`src/rtl/multicycle_control_fsm.sv`:
```
// multicycle_control_fsm
//   Sequencing controller for the multicycle MIPS core. Consumes decoder
//   classification flags, raw opcode/funct and the ALU zero flag. Produces
//   per-cycle datapath enables and mux selects. Also runs the multiplier-done
//   and UART receive-valid handshakes.
//
//   Optional feature macro: MULTICYCLE_MULT_WAIT_EN
//     defined   : MULT is followed by MULTWAIT, which holds until mult_done.
//     undefined : MULTWAIT does not exist, mult_done is ignored, MULT -> FETCH.
//
// Ports
//   clk, reset        rising-edge clock, async active-low reset
//   opcode, funct     IR[31:26], IR[5:0]
//   flag_*            decoder classification (flag_J_type==2 means jr)
//   mult_operation,
//   mflo_flag         decoder flags
//   alu_srcb_dec      decoder ALU operand-B select
//   zero              ALU zero flag (combinational)
//   mult_done         multiplier result valid
//   uart_rx_valid     UART RX buffer holds a byte
//   iord .. uart_rx_ack  datapath controls (Moore, decoded from state)
//   state_o           current state, debug only
module multicycle_control_fsm (
  input  logic       clk,
  input  logic       reset,
  input  logic [5:0] opcode,
  input  logic [5:0] funct,
  input  logic       flag_R_type,
  input  logic       flag_lw,
  input  logic       flag_sw,
  input  logic [1:0] flag_J_type,
  input  logic       mult_operation,
  input  logic       mflo_flag,
  input  logic [1:0] alu_srcb_dec,
  input  logic       zero,
  input  logic       mult_done,
  input  logic       uart_rx_valid,
  output logic       iord,
  output logic       mem_write,
  output logic       ir_write,
  output logic       pc_en,
  output logic [1:0] pc_src,
  output logic       alu_srca,
  output logic [1:0] alu_srcb,
  output logic [1:0] alu_force,
  output logic       reg_write,
  output logic       mult_start,
  output logic       uart_rx_ack,
  output logic [4:0] state_o
);

  typedef enum logic [4:0] {
    ST_RST      = 5'd0,
    ST_FETCH    = 5'd1,
    ST_DECODE   = 5'd2,
    ST_MEMADR   = 5'd3,
    ST_MEMREAD  = 5'd4,
    ST_MEMWB    = 5'd5,
    ST_MEMWRITE = 5'd6,
    ST_EXEC     = 5'd7,
    ST_ALUWB    = 5'd8,
    ST_BRANCH   = 5'd9,
    ST_JUMP     = 5'd10,
    ST_JR       = 5'd11,
    ST_MULT     = 5'd12,
    ST_UARTWAIT = 5'd13,
    ST_UARTWB   = 5'd14
`ifdef MULTICYCLE_MULT_WAIT_EN
    , ST_MULTWAIT = 5'd15
`endif
  } state_t;

  localparam logic [5:0] OP_J    = 6'h02;
  localparam logic [5:0] OP_JAL  = 6'h03;
  localparam logic [5:0] OP_BEQ  = 6'h04;
  localparam logic [5:0] OP_BNE  = 6'h05;
  localparam logic [5:0] OP_UART = 6'h06;
  localparam logic [5:0] OP_ADDI = 6'h08;
  localparam logic [5:0] OP_SLTI = 6'h0A;
  localparam logic [5:0] OP_ANDI = 6'h0C;
  localparam logic [5:0] OP_ORI  = 6'h0D;
  localparam logic [5:0] OP_LUI  = 6'h0F;

  state_t r_state;
  state_t w_dispatch;
  logic   w_i_alu;

  // funct is fully classified by the decoder; mult_done only matters with
  // the wait feature. Folded here so they are consumed.
`ifdef MULTICYCLE_MULT_WAIT_EN
  wire w_unused = ^funct;
`else
  wire w_unused = ^{funct, mult_done};
`endif

  assign w_i_alu = (opcode == OP_ADDI) || (opcode == OP_SLTI) ||
                   (opcode == OP_ANDI) || (opcode == OP_ORI)  ||
                   (opcode == OP_LUI);

  // Priority dispatch out of DECODE. I-type ALU ops are tested first because
  // the decoder also raises flag_sw for lui.
  always_comb begin
    w_dispatch = ST_FETCH;
    if (w_i_alu)                                  w_dispatch = ST_EXEC;
    else if (flag_lw || flag_sw)                  w_dispatch = ST_MEMADR;
    else if (opcode == OP_BEQ || opcode == OP_BNE) w_dispatch = ST_BRANCH;
    else if (opcode == OP_J || opcode == OP_JAL)  w_dispatch = ST_JUMP;
    else if (flag_R_type && flag_J_type == 2'd2)  w_dispatch = ST_JR;
    else if (opcode == OP_UART)                   w_dispatch = ST_UARTWAIT;
    else if (flag_R_type && mult_operation)       w_dispatch = ST_MULT;
    else if (flag_R_type && mflo_flag)            w_dispatch = ST_ALUWB;
    else if (flag_R_type)                         w_dispatch = ST_EXEC;
  end

  always_ff @(posedge clk or negedge reset) begin
    if (!reset) begin
      r_state <= ST_RST;
    end else begin
      case (r_state)
        ST_RST:      r_state <= ST_FETCH;
        ST_FETCH:    r_state <= ST_DECODE;
        ST_DECODE:   r_state <= w_dispatch;
        ST_MEMADR:   r_state <= flag_lw ? ST_MEMREAD : ST_MEMWRITE;
        ST_MEMREAD:  r_state <= ST_MEMWB;
        ST_EXEC:     r_state <= ST_ALUWB;
`ifdef MULTICYCLE_MULT_WAIT_EN
        ST_MULT:     r_state <= ST_MULTWAIT;
        ST_MULTWAIT: if (mult_done) r_state <= ST_FETCH;
`else
        ST_MULT:     r_state <= ST_FETCH;
`endif
        ST_UARTWAIT: if (uart_rx_valid) r_state <= ST_UARTWB;
        // MEMWB, MEMWRITE, ALUWB, BRANCH, JUMP, JR, UARTWB and any unused
        // code all return to FETCH.
        default:     r_state <= ST_FETCH;
      endcase
    end
  end

  // Moore decode; only BRANCH looks at an input (zero) for pc_en.
  always_comb begin
    iord        = 1'b0;
    mem_write   = 1'b0;
    ir_write    = 1'b0;
    pc_en       = 1'b0;
    pc_src      = 2'd0;
    alu_srca    = 1'b0;
    alu_srcb    = 2'd0;
    alu_force   = 2'd0;
    reg_write   = 1'b0;
    mult_start  = 1'b0;
    uart_rx_ack = 1'b0;
    case (r_state)
      ST_FETCH: begin
        ir_write  = 1'b1;
        pc_en     = 1'b1;
        alu_srcb  = 2'd1;
        alu_force = 2'd1;
      end
      ST_DECODE: begin
        alu_srcb  = 2'd3;
        alu_force = 2'd1;
      end
      ST_MEMADR: begin
        alu_srca  = 1'b1;
        alu_srcb  = 2'd2;
        alu_force = 2'd1;
      end
      ST_MEMREAD:  iord = 1'b1;
      ST_MEMWB:    reg_write = 1'b1;
      ST_MEMWRITE: begin
        iord      = 1'b1;
        mem_write = 1'b1;
      end
      ST_EXEC: begin
        alu_srca = 1'b1;
        alu_srcb = alu_srcb_dec;
      end
      ST_ALUWB: begin
        reg_write = 1'b1;
        alu_srca  = 1'b1;
        alu_srcb  = alu_srcb_dec;
      end
      ST_BRANCH: begin
        alu_srca  = 1'b1;
        alu_force = 2'd2;
        pc_src    = 2'd1;
        // opcode[0] separates bne (0x05) from beq (0x04)
        pc_en     = opcode[0] ? ~zero : zero;
      end
      ST_JUMP: begin
        pc_en     = 1'b1;
        pc_src    = 2'd2;
        reg_write = (opcode == OP_JAL);
      end
      ST_JR: begin
        pc_en  = 1'b1;
        pc_src = 2'd3;
      end
      ST_MULT: begin
        alu_srca   = 1'b1;
        mult_start = 1'b1;
      end
      ST_UARTWB: begin
        reg_write   = 1'b1;
        uart_rx_ack = 1'b1;
        alu_srcb    = 2'd2;
      end
      default: ;
    endcase
  end

  assign state_o = r_state;

endmodule
```
`config.mk`:
```
export PLATFORM = sky130hd
export DESIGN_NAME = multicycle_control_fsm
export DESIGN_NICKNAME = d
export VERILOG_FILES = /design/src/rtl/multicycle_control_fsm.sv
export SDC_FILE = /design/constraint.sdc
export NUM_CORES = 1
export LEC_CHECK = 0
export ABC_AREA = 1
export CORE_AREA = 2 2 39 41
export DETAILED_ROUTE_END_ITERATION = 8
export DIE_AREA = 0 0 41 43
export DONT_BUFFER_PORTS = 1
export GPL_TIMING_DRIVEN = 0
export PLACE_DENSITY = 0.56
export SLEW_MARGIN = 30
export SYNTH_ARGS = -nofsm -noshare
export SYNTH_HDL_FRONTEND = slang
export SYNTH_SLANG_ARGS = --single-unit
```
`constraint.sdc`:
```
create_clock -name clk -period 2.05 [get_ports clk]
set_input_delay 0.615 -clock clk [delete_from_list [all_inputs] [get_ports clk]]
set_output_delay 0.615 -clock clk [all_outputs]
set_load 0.01 [all_outputs]
```
==> results <==
final cells by class:
| type | instances | area, sq um |
|---|---|---|
| clock buffers | 3 | 22.52 |
| multi-input cells | 82 | 466.7 |
| flip-flops and latches | 4 | 105.1 |
| fillers | 154 | 676.9 |
| plain buffers | 1 | 7.507 |
| well taps | 16 | 20.02 |
| inverters | 20 | 77.57 |
| repair buffers | 1 | 7.507 |
stage by stage:
stage | power [mW] | std cells
after floorplan | 0.5790 | 107
after global placement | 0.6623 | 123
after detailed placement | 0.6598 | 123
after CTS | 0.7900 | 126
after global routing | 0.9623 | 127
final | 0.8786 | 127
metal layers:
metal	share of wire, %	wire length, um	up-vias
met1	45	679	290
li1	-	-	349
met5	0	0	-
met2	47	713	23
met3	8.1	123	0
met4	0	0	0
cells in the final DEF (no fill, tap or decap):
master and count:
xor2_1 1, nor4_2 1, inv_4 1, inv_2 5, nand4_1 3, o2111ai_1 1, nand3_1 8, clkbuf_4 3
o221ai_1 1, nor3_2 1, inv_1 14, a211o_1 1, buf_4 2, nand2_2 4, dfrtp_2 4, nor3_1 2
nand2_1 22, nor2_1 14, o21a_1 1, o21ai_0 1, nand3b_1 1, nand3_2 1, a22o_1 1, a21oi_1 3
conb_1 1, nor2_4 7, nor2_2 7
power breakdown:
group          internal [mW]  leakage, nW  switching [mW]
combinational          0.191        0.288           0.387
sequential             0.120       0.0455          0.0854
clock                 0.0654       0.0138          0.0302
total                  0.376        0.348           0.502
worst max path at each step:
stage	end	slack, ns	cells past startpoint	from
5_1_grt	alu_srca	-0.02	6	state_o[0]
4_1_cts	alu_srcb[0]	0.01	6	state_o[2]
3_5_place_dp	alu_srcb[1]	0.13	6	state_o[1]
6_report	pc_en	0.07	5	state_o[0]
2_1_floorplan	alu_srcb[1]	0.30	6	state_o[1]
3_3_place_gp	alu_srcb[1]	0.12	6	state_o[1]
repair_timing:
action	4_1_cts	5_1_grt
setup buffers	0	1
gates resized for setup	8	17
gates cloned	0	0
pin swaps	0	3
endpoints found under the setup margin	5	5
kinds of logic (layout without fill, tap and decap cells):
| logic type | count (synthesis) | in the layout | synth area share, % |
|---|---|---|---|
| buf+inv | 21 | 25 | 14.16 |
| simple gates | 71 | 71 | 55.79 |
| flops | 4 | 4 | 17.17 |
| xor+xnor | 1 | 1 | 1.502 |
| compound gates | 9 | 9 | 10.73 |
| other cells | 1 | 1 | 0.6432 |
==> reports/results.ini <==
[floorplanning]
die_h_um = 43
die_w_um = 41
io_pins = 45
die_area_sq_mm = 0.001763
coreArea_sq_mm = 0.001384
rows = 14
initial_core_util_pct = 42.13

[worst_setup_path]
rrSetupSlack_ns = 0.71
critPathKind = reg -> out
slowest_delay_ns = 0.47
regToRegEndpoint = state_o[0]
reg2reg_from = state_o[3]
worstPathMaxFanout = 6
cp.arrival_ns = 1.37
cp.buffers_inverters = 2
r2r_cells = 6
cpLargestDelayFamily = flip-flops
crit_required_ns = 1.43
start_kind = flip-flop
worstPathCellList = inv_2 -> nor2_2 -> inv_2 -> nor2_2 -> a211o_1
slowest_stage = dfrtp_2
endpoint_kind = primary output

[logic_synthesis]
synth_commonest_cells = 24 x nand2_1, 22 x nor2_1, 16 x inv_1
syn_inst = 107
async_flop_share_pct = 100.0
post_synth_num_cell_types = 23
yosys.area.top_type_share_pct = 17.17
synth_area_leaders = dfrtp_1 17%, nand2_1 15%, nor2_1 14%
ys_seq_area_share_pct = 17.17
ys_warn_count = 0
synth_edf_count = 0
synth_top_area_cell = dfrtp_1
syn-num-nets = 133
ys.flop_type = dfrtp_1
yosys.cell_count.top_type = nand2_1
synth_seq_cells = 4
syn_avg_cell_area_sq_um = 5.449
synthesis.area_sq_um = 583.1

[place]
io_buffers = 0
dp_hpwl_mm = 1.237
gp_routability_congestion = 0.7942
dpl_cell_area_sq_um = 603.1
place_ws_ns = 0.1285

[layout]
postLayoutCellArea_sq_um = 706.9
nets = 139
drive_gt1_share_pct = 32.43
largest_reg_flops = 4
area_growth_pct = 21.24
post-route-util_pct = 51.09
diodes = 0

[grt]
grt_use_met2_pct = 27.19
busiest_layer = met2
grt_pass1_vias = 607
use_met1_pct = 20.45
grt_pass1_wl_mm = 2.104
antenna_found_initial = 0
grt_max_degree = 7
grt_overflow_total = 0
grt.total_usage_pct = 17.12
use_met3_pct = 7.330

[job]
drv_cap = 0

[status]
status = finished, final reports clean

[sta]
tns_ns = 0
post-route-min-period_ns = 1.984
rsz0062_at_grt = true
slew_violations = 0
period_share_pct = 96.78
hold_viol = 0
fin_skew_ns = 0.002140
clock.fmax_ghz = 0.5040
setup_viol = 0
worst_slack_ns = 0.06605
hold_ws_ns = 0.07831

[routing]
drcViolationCount = 0
viasPerCell = 5.213
postRouteWirelength_mm = 1.516
dr.pass1.iters = 4
wl_per_cell_um = 11.94
via_count = 662
drt-initial-drc-count = 6
ant_nets = 0

[power]
vdd_drop_max_mv = 0.5595
power_density_mw_per_mm2 = 1243
total_leakage_power_nw = 0.3475

[clock_network]
clock-root-buffer = clkbuf_4
cts_buffer_depth = 2
path_clk_slew_ns = 0.04
htree_levels = 1
cts-buffers-inserted = 3
clock_latency_ns = 0.23
cts_hold_buf = 0
cts_sinks = 4
cts_tree = built

[hold_path]
hp-class = in -> async

(Power assumes the default switching activity.)
